**config.mk**
```make
export PLATFORM = sky130hd
export DESIGN_NAME = pc_redirect_ctrl
export DESIGN_NICKNAME = d
export VERILOG_FILES = /design/src/rtl/pc_redirect_ctrl.sv
export SDC_FILE = /design/constraint.sdc
export NUM_CORES = 1
export LEC_CHECK = 0
export ABC_AREA = 1
export BUFFER_PORTS_ARGS = -buffer_cell sky130_fd_sc_hd__buf_2
export CAP_MARGIN = 20
export CORE_AREA = 10 10 197 106
export CTS_CLUSTER_SIZE = 25
export DETAILED_ROUTE_END_ITERATION = 12
export DIE_AREA = 0 0 207 116
export GPL_ROUTABILITY_DRIVEN = 0
export PLACE_DENSITY = 0.6
export SYNTH_ARGS = -nofsm -noshare
export SYNTH_HDL_FRONTEND = slang
export SYNTH_SLANG_ARGS = --single-unit
```
**constraint.sdc**
```tcl
create_clock -name clk_i -period 4.9 [get_ports clk_i]
set_clock_uncertainty 0.15 [all_clocks]
set_input_delay 0.98 -clock clk_i [delete_from_list [all_inputs] [get_ports clk_i]]
set_output_delay 0.98 -clock clk_i [all_outputs]
set_load 0.005 [all_outputs]
```
**src/rtl/pc_redirect_ctrl.sv**
```systemverilog
// Fetch-PC sequencer (BOOT/RUN/RECOVER): pc_o registered, one-cycle next-PC update; redirects restart fetch after a bubble.
// stall_i holds the PC in RUN only; flush/stall outputs are combinational, everything else is registered.
module pc_redirect_ctrl #(
  parameter logic [31:0] RESET_PC       = 32'h0000_0000,
  parameter int unsigned BOOT_CYCLES    = 2,
  parameter int unsigned RECOVER_CYCLES = 1
) (
  input  logic        clk_i,
  input  logic        rst_ni,
  input  logic        stall_i,
  input  logic        pred_taken_i,
  input  logic [31:0] pred_pc_i,
  input  logic        redirect_i,
  input  logic [31:0] redirect_pc_i,
  input  logic        is_ctrl_s2_i,
  output logic [31:0] pc_o,
  output logic        pc_valid_o,
  output logic        flush_if_o,
  output logic        flush_id_o,
  output logic        stall_if_o,
  output logic [1:0]  state_o,
  output logic [15:0] ctrl_cnt_o,
  output logic [15:0] mispred_cnt_o
);

  typedef enum logic [1:0] {
    ST_BOOT    = 2'b00,
    ST_RUN     = 2'b01,
    ST_RECOVER = 2'b10
  } state_t;

  localparam logic [31:0] RESET_PC_AL = {RESET_PC[31:2], 2'b00};
  localparam logic [3:0]  BOOT_LD     = 4'(BOOT_CYCLES);
  localparam logic [3:0]  RECOVER_LD  = 4'(RECOVER_CYCLES);

  state_t      state;
  logic [3:0]  cnt;
  logic        active;
  logic        take_redirect;
  logic [31:0] redirect_al;
  logic [31:0] pred_al;
  logic        unused_low_bits;

  // Fetch is word aligned; the low target bits carry no information.
  assign redirect_al     = {redirect_pc_i[31:2], 2'b00};
  assign pred_al         = {pred_pc_i[31:2], 2'b00};
  assign unused_low_bits = ^{redirect_pc_i[1:0], pred_pc_i[1:0]};

  // Reset forces BOOT asynchronously, so these are already low while rst_ni is low.
  assign active        = (state == ST_RUN) || (state == ST_RECOVER);
  assign take_redirect = redirect_i && active;
  assign flush_if_o    = take_redirect;
  assign flush_id_o    = take_redirect;
  assign stall_if_o    = stall_i && (state == ST_RUN) && !redirect_i;
  assign state_o       = state;

  always_ff @(posedge clk_i or negedge rst_ni) begin
    if (!rst_ni) begin
      state         <= ST_BOOT;
      pc_o          <= RESET_PC_AL;
      pc_valid_o    <= 1'b0;
      cnt           <= BOOT_LD;
      ctrl_cnt_o    <= 16'h0000;
      mispred_cnt_o <= 16'h0000;
    end else begin
      if (is_ctrl_s2_i && active && (ctrl_cnt_o != 16'hFFFF))
        ctrl_cnt_o <= ctrl_cnt_o + 16'd1;
      if (take_redirect && (mispred_cnt_o != 16'hFFFF))
        mispred_cnt_o <= mispred_cnt_o + 16'd1;

      case (state)
        ST_BOOT: begin
          if (cnt <= 4'd1) begin
            state      <= ST_RUN;
            pc_valid_o <= 1'b1;
          end else begin
            cnt <= cnt - 4'd1;
          end
        end
        ST_RUN: begin
          if (redirect_i) begin
            pc_o       <= redirect_al;
            state      <= ST_RECOVER;
            cnt        <= RECOVER_LD;
            pc_valid_o <= 1'b0;
          end else if (!stall_i) begin
            // A prediction seen under stall is dropped; stage 0 presents it again.
            if (pred_taken_i) pc_o <= pred_al;
            else              pc_o <= pc_o + 32'd4;
          end
        end
        ST_RECOVER: begin
          if (redirect_i) begin
            pc_o <= redirect_al;
            cnt  <= RECOVER_LD;
          end else if (cnt <= 4'd1) begin
            // pc_o already holds the target, so the first RUN fetch is the target.
            state      <= ST_RUN;
            pc_valid_o <= 1'b1;
          end else begin
            cnt <= cnt - 4'd1;
          end
        end
        default: begin
          state      <= ST_BOOT;
          pc_o       <= RESET_PC_AL;
          pc_valid_o <= 1'b0;
          cnt        <= BOOT_LD;
        end
      endcase
    end
  end

endmodule

```
After elaboration in Yosys (flattened, before gate mapping):

Cells that the tools add are included.
W data, S select, Z words.

* bits in registers: 71
* input port bits: 70
* output and inout port bits: 70
* logic and storage cells: 48

* add/subtract/negate cells: 4
* order comparisons: 1
* equality and inequality tests: 8
* multiplexer cells: 17
* bitwise gates (word level): 1
* reductions and logical operators: 11

Operators by type and width (number)
* $mux W32: 4
* $pmux W32 S3: 1
* $add A16 B1 Y16 const B: 2
* $add A32 B3 Y32 const B: 1
* $ne A16 B16 Y1 const B: 2
* $mux W4: 3
* $pmux W4 S3: 1
* $logic_and A1 B1 Y1: 6
* $mux W2: 3
* $ne A2 B2 Y1 const B: 3
* $pmux W2 S3: 1
* $le A4 B1 Y1 const B: 1
* $sub A4 B1 Y4 const B: 1
* $mux W1: 3
* $ne A3 B3 Y1 const B: 1
* $pmux W1 S3: 1
* $reduce_and A3 Y1: 1
* $eq A2 B1 Y1 const B: 1
* $eq A2 B2 Y1 const B: 1
* $logic_not A2 Y1: 1
* $reduce_and A2 Y1: 1
* $logic_not A1 Y1: 1
* $logic_or A1 B1 Y1: 1
* $not A1 Y1: 1

Logic depth before layout (Yosys ltp):

Gate-level depths: netlist (run 1).

* depth after elaboration: 5
* mapped depth: 13
* mapped depth without buffers: 13

Worst setup path before layout (run 1):

No wires, ideal clock.

* kind: input port to output port
* from: in redirect_i
* to: out flush_if_o
* arrival: 1388 ps
* data required time: 3770 ps
* path slack: 2382 ps
* cell stages on the path: 4
* path buffers: 2
* cells stage by stage: buf_4 > nand2_1 > inv_2 > buf_4

* longest elaborated chain between the ends: 1

Ends and longest elaborated chain
* from (decl): RTL line 13 `input logic redirect_i,`
* $logic_and A1 B1 Y1: RTL line 51 `assign take_redirect = redirect_i && active;`
* to (decl): RTL line 18 `output logic flush_if_o,`

Every way passes these cells.

Worst setup path after layout (run 1):

Same ends and word-level chain as after synthesis.

==> results of run 1 <==
-- per-stage QoR --
stage	instances	cell area, um^2	total power [W]	setup WS (ns)
finish	1133	6250	0.00290	1.83
global placement	1117	5940	0.00224	1.77
detailed placement	1117	5940	0.00227	1.77
global route	1133	6250	0.00317	1.52
floorplan	771	5160	0.00182	2.38
CTS	1133	6250	0.00295	1.83
-- final timing paths --
check / from / endpoint / slack [ns] / cells past startpoint
worst max-delay path: redirect_i / flush_if_o / 1.83 / 4
worst min-delay path: mispred_cnt_o[14] / mispred_cnt_o[14] / 0.35 / 1
worst max register to register: state_o[1] / state_o[0] / 1.89 / 9
worst min register to register: mispred_cnt_o[14] / mispred_cnt_o[14] / 0.35 / 1
max in group asynchronous: rst_ni / pc_o[14] / 3.03 / 2
min in group asynchronous: rst_ni / ctrl_cnt_o[3] / 0.58 / 1
-- layout make-up --
class,instances,area (um^2)
clock buffer,10,239
clock inverter,6,62.6
fill,1903,11000
inverter,70,263
multi-input combinational,609,2980
sequential,69,1730
tap,234,293
timing repair buffer,135,681
-- power groups by stage --
stage	logic [W]	clock network, W	registers, W
after floorplan	0.000851	0	0.000971
after global placement	0.00123	0	0.00101
after detailed placement	0.00126	0	0.00101
after CTS	0.00126	0.000683	0.00100
after global routing	0.00142	0.000709	0.00105
final	0.00123	0.000663	0.00100
-- layer usage --
| layer | GRT usage | vias to the layer above |
|---|---|---|
| met3 | 0.0279 | 13 |
| met4 | 0.0324 | 0 |
| met2 | 0.234 | 100 |
| li1 | - | 2672 |
| met1 | 0.162 | 2368 |
| met5 | 0 | - |
-- layout by cell type (no fill, tap or decap), types with 3 or more instances in the layout --
master	n
xnor2_1	8
o21bai_1	4
xor2_1	25
nor2_4	9
nor2_1	99
o21ai_0	24
nand4_1	6
o21ai_1	9
nand3_1	54
nand2_2	7
buf_2	133
clkinv_1	3
inv_2	7
nand2_1	277
ha_1	10
o211ai_1	4
a21oi_1	28
clkbuf_16	9
clkinvlp_4	3
nand2_4	3
inv_1	60
dfrtp_1	68
nor3_1	12
nor2_2	7
-- sequential cells by signal (all words and copies together), names as in the netlist --
register	flops
ctrl_cnt_o	16
mispred_cnt_o	16
pc_valid_o	1
pc_o	30
cnt	4
state_o	2
-- critical path: cells and delay by family --
kind	cells	cell delay, ns
AND/OR/NAND/NOR	1	0.21
buffers and inverters	3	0.76
-- kinds of logic after synthesis --
| logic type | synth area share |
|---|---|
| DFF | 0.335 |
| adders and majority gates | 0.0243 |
| and+or+nand+nor | 0.407 |
| other | 0.000727 |
| AOI/OAI and AO/OA | 0.0876 |
| xor gates and xnor gates | 0.0561 |
| muxes | 0.00218 |
| buffers and inverters | 0.0874 |
==> results.yml, run 1 <==
grt:
  antenna_found_initial: 0
  grt_pass1_wl_mm: 26.1
  grt_usage: 0.132
  overflow: 0
  grt_max_degree: 36
  first_global_vias: 4987
route:
  wl_met2_mm: 7.91
  num_vias: 5153
  wl_per_cell_um: 14.3
  dr_wl_met3_um: 641
  drc: 0
  highest_layer: "met4"
  dr.pass1.iters: 7
  m1WireLength_mm: 7.46
  routed_wl_mm: 16.2
  drt-initial-drc-count: 321
  vias_per_cell: 4.55
  antenna_left: 0
setup_path:
  path_cells: "buf_2 -> nand2_1 -> inv_2 -> buf_2"
  cp.arrival_ns: 1.94
  end_kind: "output pin"
  cp_slowest_stage_delay_ns: 0.51
  cp_common_cell: "buf_2"
  required_ns: 3.77
  crit_type: "primary input to output pin"
  critPathMaxFanout: 28
  critPathSlowestCell: "buf_2"
  start_kind: "primary input"
timing:
  timing.hold.ws_ns: 0.348
  tns_ns: 0
  drv_slew: 0
  hold_viol_final: 0
  setup_viol: 0
  min_period_ns: 3.07
  rsz0062_at_grt: "no"
  worst_pin_slew_ns: 0.916
  fmax_mhz: 326
  slew_headroom: 0.389
  fin_crit_sh: 0.627
floorplan:
  die_x_um: 207
  ios: 140
  die_area_mm2: 0.0240
  core-area_mm2: 0.0173
  rows: 34
  start_util: 0.298
  die_h_um: 116
synthesis:
  synth_ff_type: "dfrtp_1"
  yosysTopAreaCell: "dfrtp_1"
  syn_inst: 770
  netlist_area_mm2: 0.00515
  synth_cell_types: 44
  synth_most_common_cell: "nand2_1"
  synthArstFlopShare: 1.00
  ys_top_cells_by_area: "dfrtp_1, nand2_1, nor2_1, nand3_1, inv_1"
  ys_ff_latch: 69
  synth_top_cell_area_share: 0.330
  ys.warnings.count: 0
  synth_common_cells: "nand2_1, nor2_1, dfrtp_1"
  avgSynthCellArea_um2: 6.69
  synth-edff-count: 0
  synth_seq_area_share: 0.335
cells_and_area:
  final_util: 0.362
  synthToLayoutAreaGrowth_pct: 21.2
  drive_above_1_share: 0.214
  antenna_cells: 0
  nNetsFinal: 974
flow_run:
  maxCapViolations: 0
outcome:
  status: "finished clean"
placed_design:
  dpl.hpwl_mm: 12.7
  numPortBuffers: 133
power:
  switching_share: 0.442
  switchingPower_w: 0.00128
  pwr-share-seq: 0.346
  internal-power_w: 0.00162
  p_per_area_mw_per_mm2: 464
  combPwrFrac: 0.425
  max-vdd-ir-drop_uv: 204
  clkPwrFrac: 0.229
  p_leak_nw: 3.19
clock_tree:
  clockBufferDepth: 2
  cts-root-buf: "clkbuf_16"
  clk_latency_ns: 0.33
  clkSinkCount: 69
  cts_hold_buffers: 0
  h-tree-depth: 3
  clk_pin_slew_ns: 0.06
  cts_buffers: 9
  cts_tree: "built"
  post_cts_resized: 0
  cts_setup_buffers: 0
hold_path:
  hold_class: "flip-flop to flip-flop"
(Power assumes the default switching activity.)
==> run 2, diff against run 1 <==
==> config.mk (replaced) <==
export PLATFORM = sky130hd
export DESIGN_NAME = pc_redirect_ctrl
export DESIGN_NICKNAME = d
export VERILOG_FILES = /design/src/rtl/pc_redirect_ctrl.sv
export SDC_FILE = /design/constraint.sdc
export NUM_CORES = 1
export LEC_CHECK = 0
export ABC_AREA = 0
export BUFFER_PORTS_ARGS = -buffer_cell sky130_fd_sc_hd__buf_2
export CAP_MARGIN = 20
export CORE_AREA = 10 10 187 101
export CTS_CLUSTER_SIZE = 25
export DETAILED_ROUTE_END_ITERATION = 12
export DIE_AREA = 0 0 197 111
export GPL_ROUTABILITY_DRIVEN = 0
export PLACE_DENSITY = 0.61
export SYNTH_ARGS = -nofsm -noshare
export SYNTH_HDL_FRONTEND = slang
export SYNTH_SLANG_ARGS = --single-unit
==> constraint.sdc (replaced) <==
create_clock -name clk_i -period 2.85 [get_ports clk_i]
set_clock_uncertainty 0.15 [all_clocks]
set_input_delay 0.57 -clock clk_i [delete_from_list [all_inputs] [get_ports clk_i]]
set_output_delay 0.57 -clock clk_i [all_outputs]
set_load 0.005 [all_outputs]
==> run 2 against run 1 <==
- count of clock-buffer cells in the layout grew 2
- non-clock buffer count increased by 19
- combinational power up 84%
- core utilization rose by 0.74 points
- area after synthesis is 11% lower
- sequential cell count did not move
- synthesized cell count is 33% lower
- via count decreased by 10%
- wire length is 2.2% higher
- critical path type is now flip-flop to output pin
- largest cell class unchanged
==> results.yml, run 2 <==
clock_tree:
  cts-root-buf: "clkbuf_16"
  clk_pin_slew_ns: 0.06
  h-tree-depth: 3
  clockBufferDepth: 2
  clkSinkCount: 69
  cts_tree: "built"
  clk_latency_ns: 0.33
  cts_buffers: 9
floorplan:
  core-area_mm2: 0.0159
  die_x_um: 197
  die_area_mm2: 0.0219
  ios: 140
  die_h_um: 111
  rows: 33
  start_util: 0.290
route:
  dr.pass1.iters: 5
  wl_per_cell_um: 19.0
  routed_wl_mm: 16.5
  vias_per_cell: 5.30
  drt-initial-drc-count: 367
  num_vias: 4620
  antenna_left: 0
  drc: 0
placed_design:
  dpl.hpwl_mm: 13.0
  numPortBuffers: 133
grt:
  overflow: 0
  antenna_found_initial: 3
  first_global_vias: 4419
  grt_pass1_wl_mm: 26.0
  grt_max_degree: 70
  grt_usage: 0.149
outcome:
  status: "finished clean"
cells_and_area:
  drive_above_1_share: 0.283
  final_common_cell: "buf_2"
  nNetsFinal: 733
  largest_register_ffs: 30
  layout_common_cells: "buf_2, dfrtp_1, nand2_1"
  reg_top3: "pc_o x30, ctrl_cnt_o x16, mispred_cnt_o x16"
  nFillCells: 1660
  final_util: 0.369
  largest_register: "pc_o"
  synthToLayoutAreaGrowth_pct: 27.2
timing:
  tns_ns: 0
  setup_viol: 0
  drv_slew: 0
  min_period_ns: 2.53
  rsz0062_at_grt: "no"
  slew_headroom: 0.560
  fmax_mhz: 395
  fin_crit_sh: 0.889
  worst_pin_slew_ns: 0.654
  hold_viol_final: 0
synthesis:
  avgSynthCellArea_um2: 8.93
  ys_ff_latch: 69
  synthArstFlopShare: 1.00
  syn_inst: 515
  ys.warnings.count: 0
  synth_seq_area_share: 0.376
  synth_cell_types: 69
  ys_top_cells_by_area: "dfrtp_1, xnor2_1, nand2_1, nand3_1, xor2_1"
  synth_common_cells: "dfrtp_1, nand2_1, nand3_1, nor2_1"
  yosysTopAreaCell: "dfrtp_1"
  synth_top_cell_area_share: 0.370
  synth_most_common_cell: "dfrtp_1"
  synth-edff-count: 0
  synth_ff_type: "dfrtp_1"
  netlist_area_mm2: 0.00460
setup_path:
  critPathMaxFanout: 11
  regToRegSetupSlack_ns: 0.33
  cp.arrival_ns: 1.81
  r2r_start: "state_o[1]"
  start_kind: "flip-flop"
  end_kind: "output pin"
  setup.worst_path.start: "state_o[1]"
  reg2reg_depth: 7
  required_ns: 2.13
  crit_type: "flip-flop to output pin"
  r2r-end: "ctrl_cnt_o[7]"
power:
  switching_share: 0.425
  combPwrFrac: 0.441
  internal-power_w: 0.00294
  max-vdd-ir-drop_uv: 363
  switchingPower_w: 0.00217
  power.total_w: 0.00511
  p_leak_nw: 2.71
  clkPwrFrac: 0.222
  pwr-share-seq: 0.337
  p_per_area_mw_per_mm2: 873
hold_path:
  hold_class: "primary input to asynchronous set/reset pin"
flow_run:
  maxCapViolations: 0
[run 2: repair_timing]
action                     in CTS  in global routing
buffers inserted                0                  0
resized for setup               0                  1
setup endpoints to repair       0                  1
hold buffers                    0                  0
[run 2: worst max path at each step]
| stage | slack [ns] | to | cells past startpoint |
|---|---|---|---|
| 2_1_floorplan | 0.58 | pc_o[24] | 7 |
| 3_3_place_gp | 0.27 | ctrl_cnt_o[7] | 7 |
| 3_5_place_dp | 0.20 | ctrl_cnt_o[7] | 7 |
| 4_1_cts | 0.16 | flush_if_o | 5 |
| 5_1_grt | 0.14 | ctrl_cnt_o[7] | 7 |
| 6_report | 0.32 | flush_if_o | 5 |
[run 2: layout make-up]
class | instances | area, um^2 | share of cell area
Sequential cell | 69 | 1730 | 0.295
Antenna cell | 3 | 7.51 | 0.00128
Timing Repair Buffer | 154 | 836 | 0.143
Clock inverter | 4 | 47.5 | 0.00813
Tap cell | 210 | 263 | 0.0449
Multi-Input combinational cell | 401 | 2660 | 0.454
Clock buffer | 12 | 246 | 0.0421
Inverter | 18 | 67.6 | 0.0115
[run 2: cells by family (layout without fill, tap and decap cells)]
| kind of cell | count (synthesis) | after routing | share of synthesized area |
|---|---|---|---|
| flops | 69 | 69 | 0.376 |
| simple gates | 186 | 186 | 0.223 |
| fa+ha+maj | 10 | 10 | 0.0272 |
| buf+inv | 46 | 188 | 0.0482 |
| other cells | 1 | 5 | 0.000816 |
| xor+xnor | 40 | 40 | 0.0762 |
| compound gates | 155 | 155 | 0.231 |
| mux | 8 | 8 | 0.0180 |
[run 2: through the flow]
| step | hold slack [ns] | setup WS (ns) | std cells | cell area (um^2) |
|---|---|---|---|---|
| 3_3_place_gp | 0.314 | 0.270 | 852 | 5550 |
| 6_report | 0.104 | 0.317 | 871 | 5850 |
| 2_1_floorplan | 0.124 | 0.575 | 516 | 4600 |
| 5_1_grt | 0.137 | 0.143 | 870 | 5850 |
| 4_1_cts | 0.120 | 0.160 | 868 | 5840 |
| 3_5_place_dp | 0.319 | 0.200 | 852 | 5550 |
[run 2: power groups by stage]
stage	registers, W	clock network, W	logic (W)
after floorplan	0.00164	0	0.00137
after global placement	0.00173	0	0.00223
after detailed placement	0.00173	0	0.00224
after CTS	0.00172	0.00118	0.00225
after global routing	0.00179	0.00121	0.00253
final	0.00172	0.00113	0.00226
[run 2: critical path, cell delays in order (launching register included)]
cell     delay (ns)
dfrtp_1        0.47
inv_1          0.10
ha_2           0.51
nand2_1        0.16
inv_2          0.12
buf_2          0.12
[run 2: per-layer routing]
layer,global-route usage,wire (um)
met5,0,0
met1,0.235,8690
met3,0.0527,1510
met4,0.0214,97
met2,0.183,6230
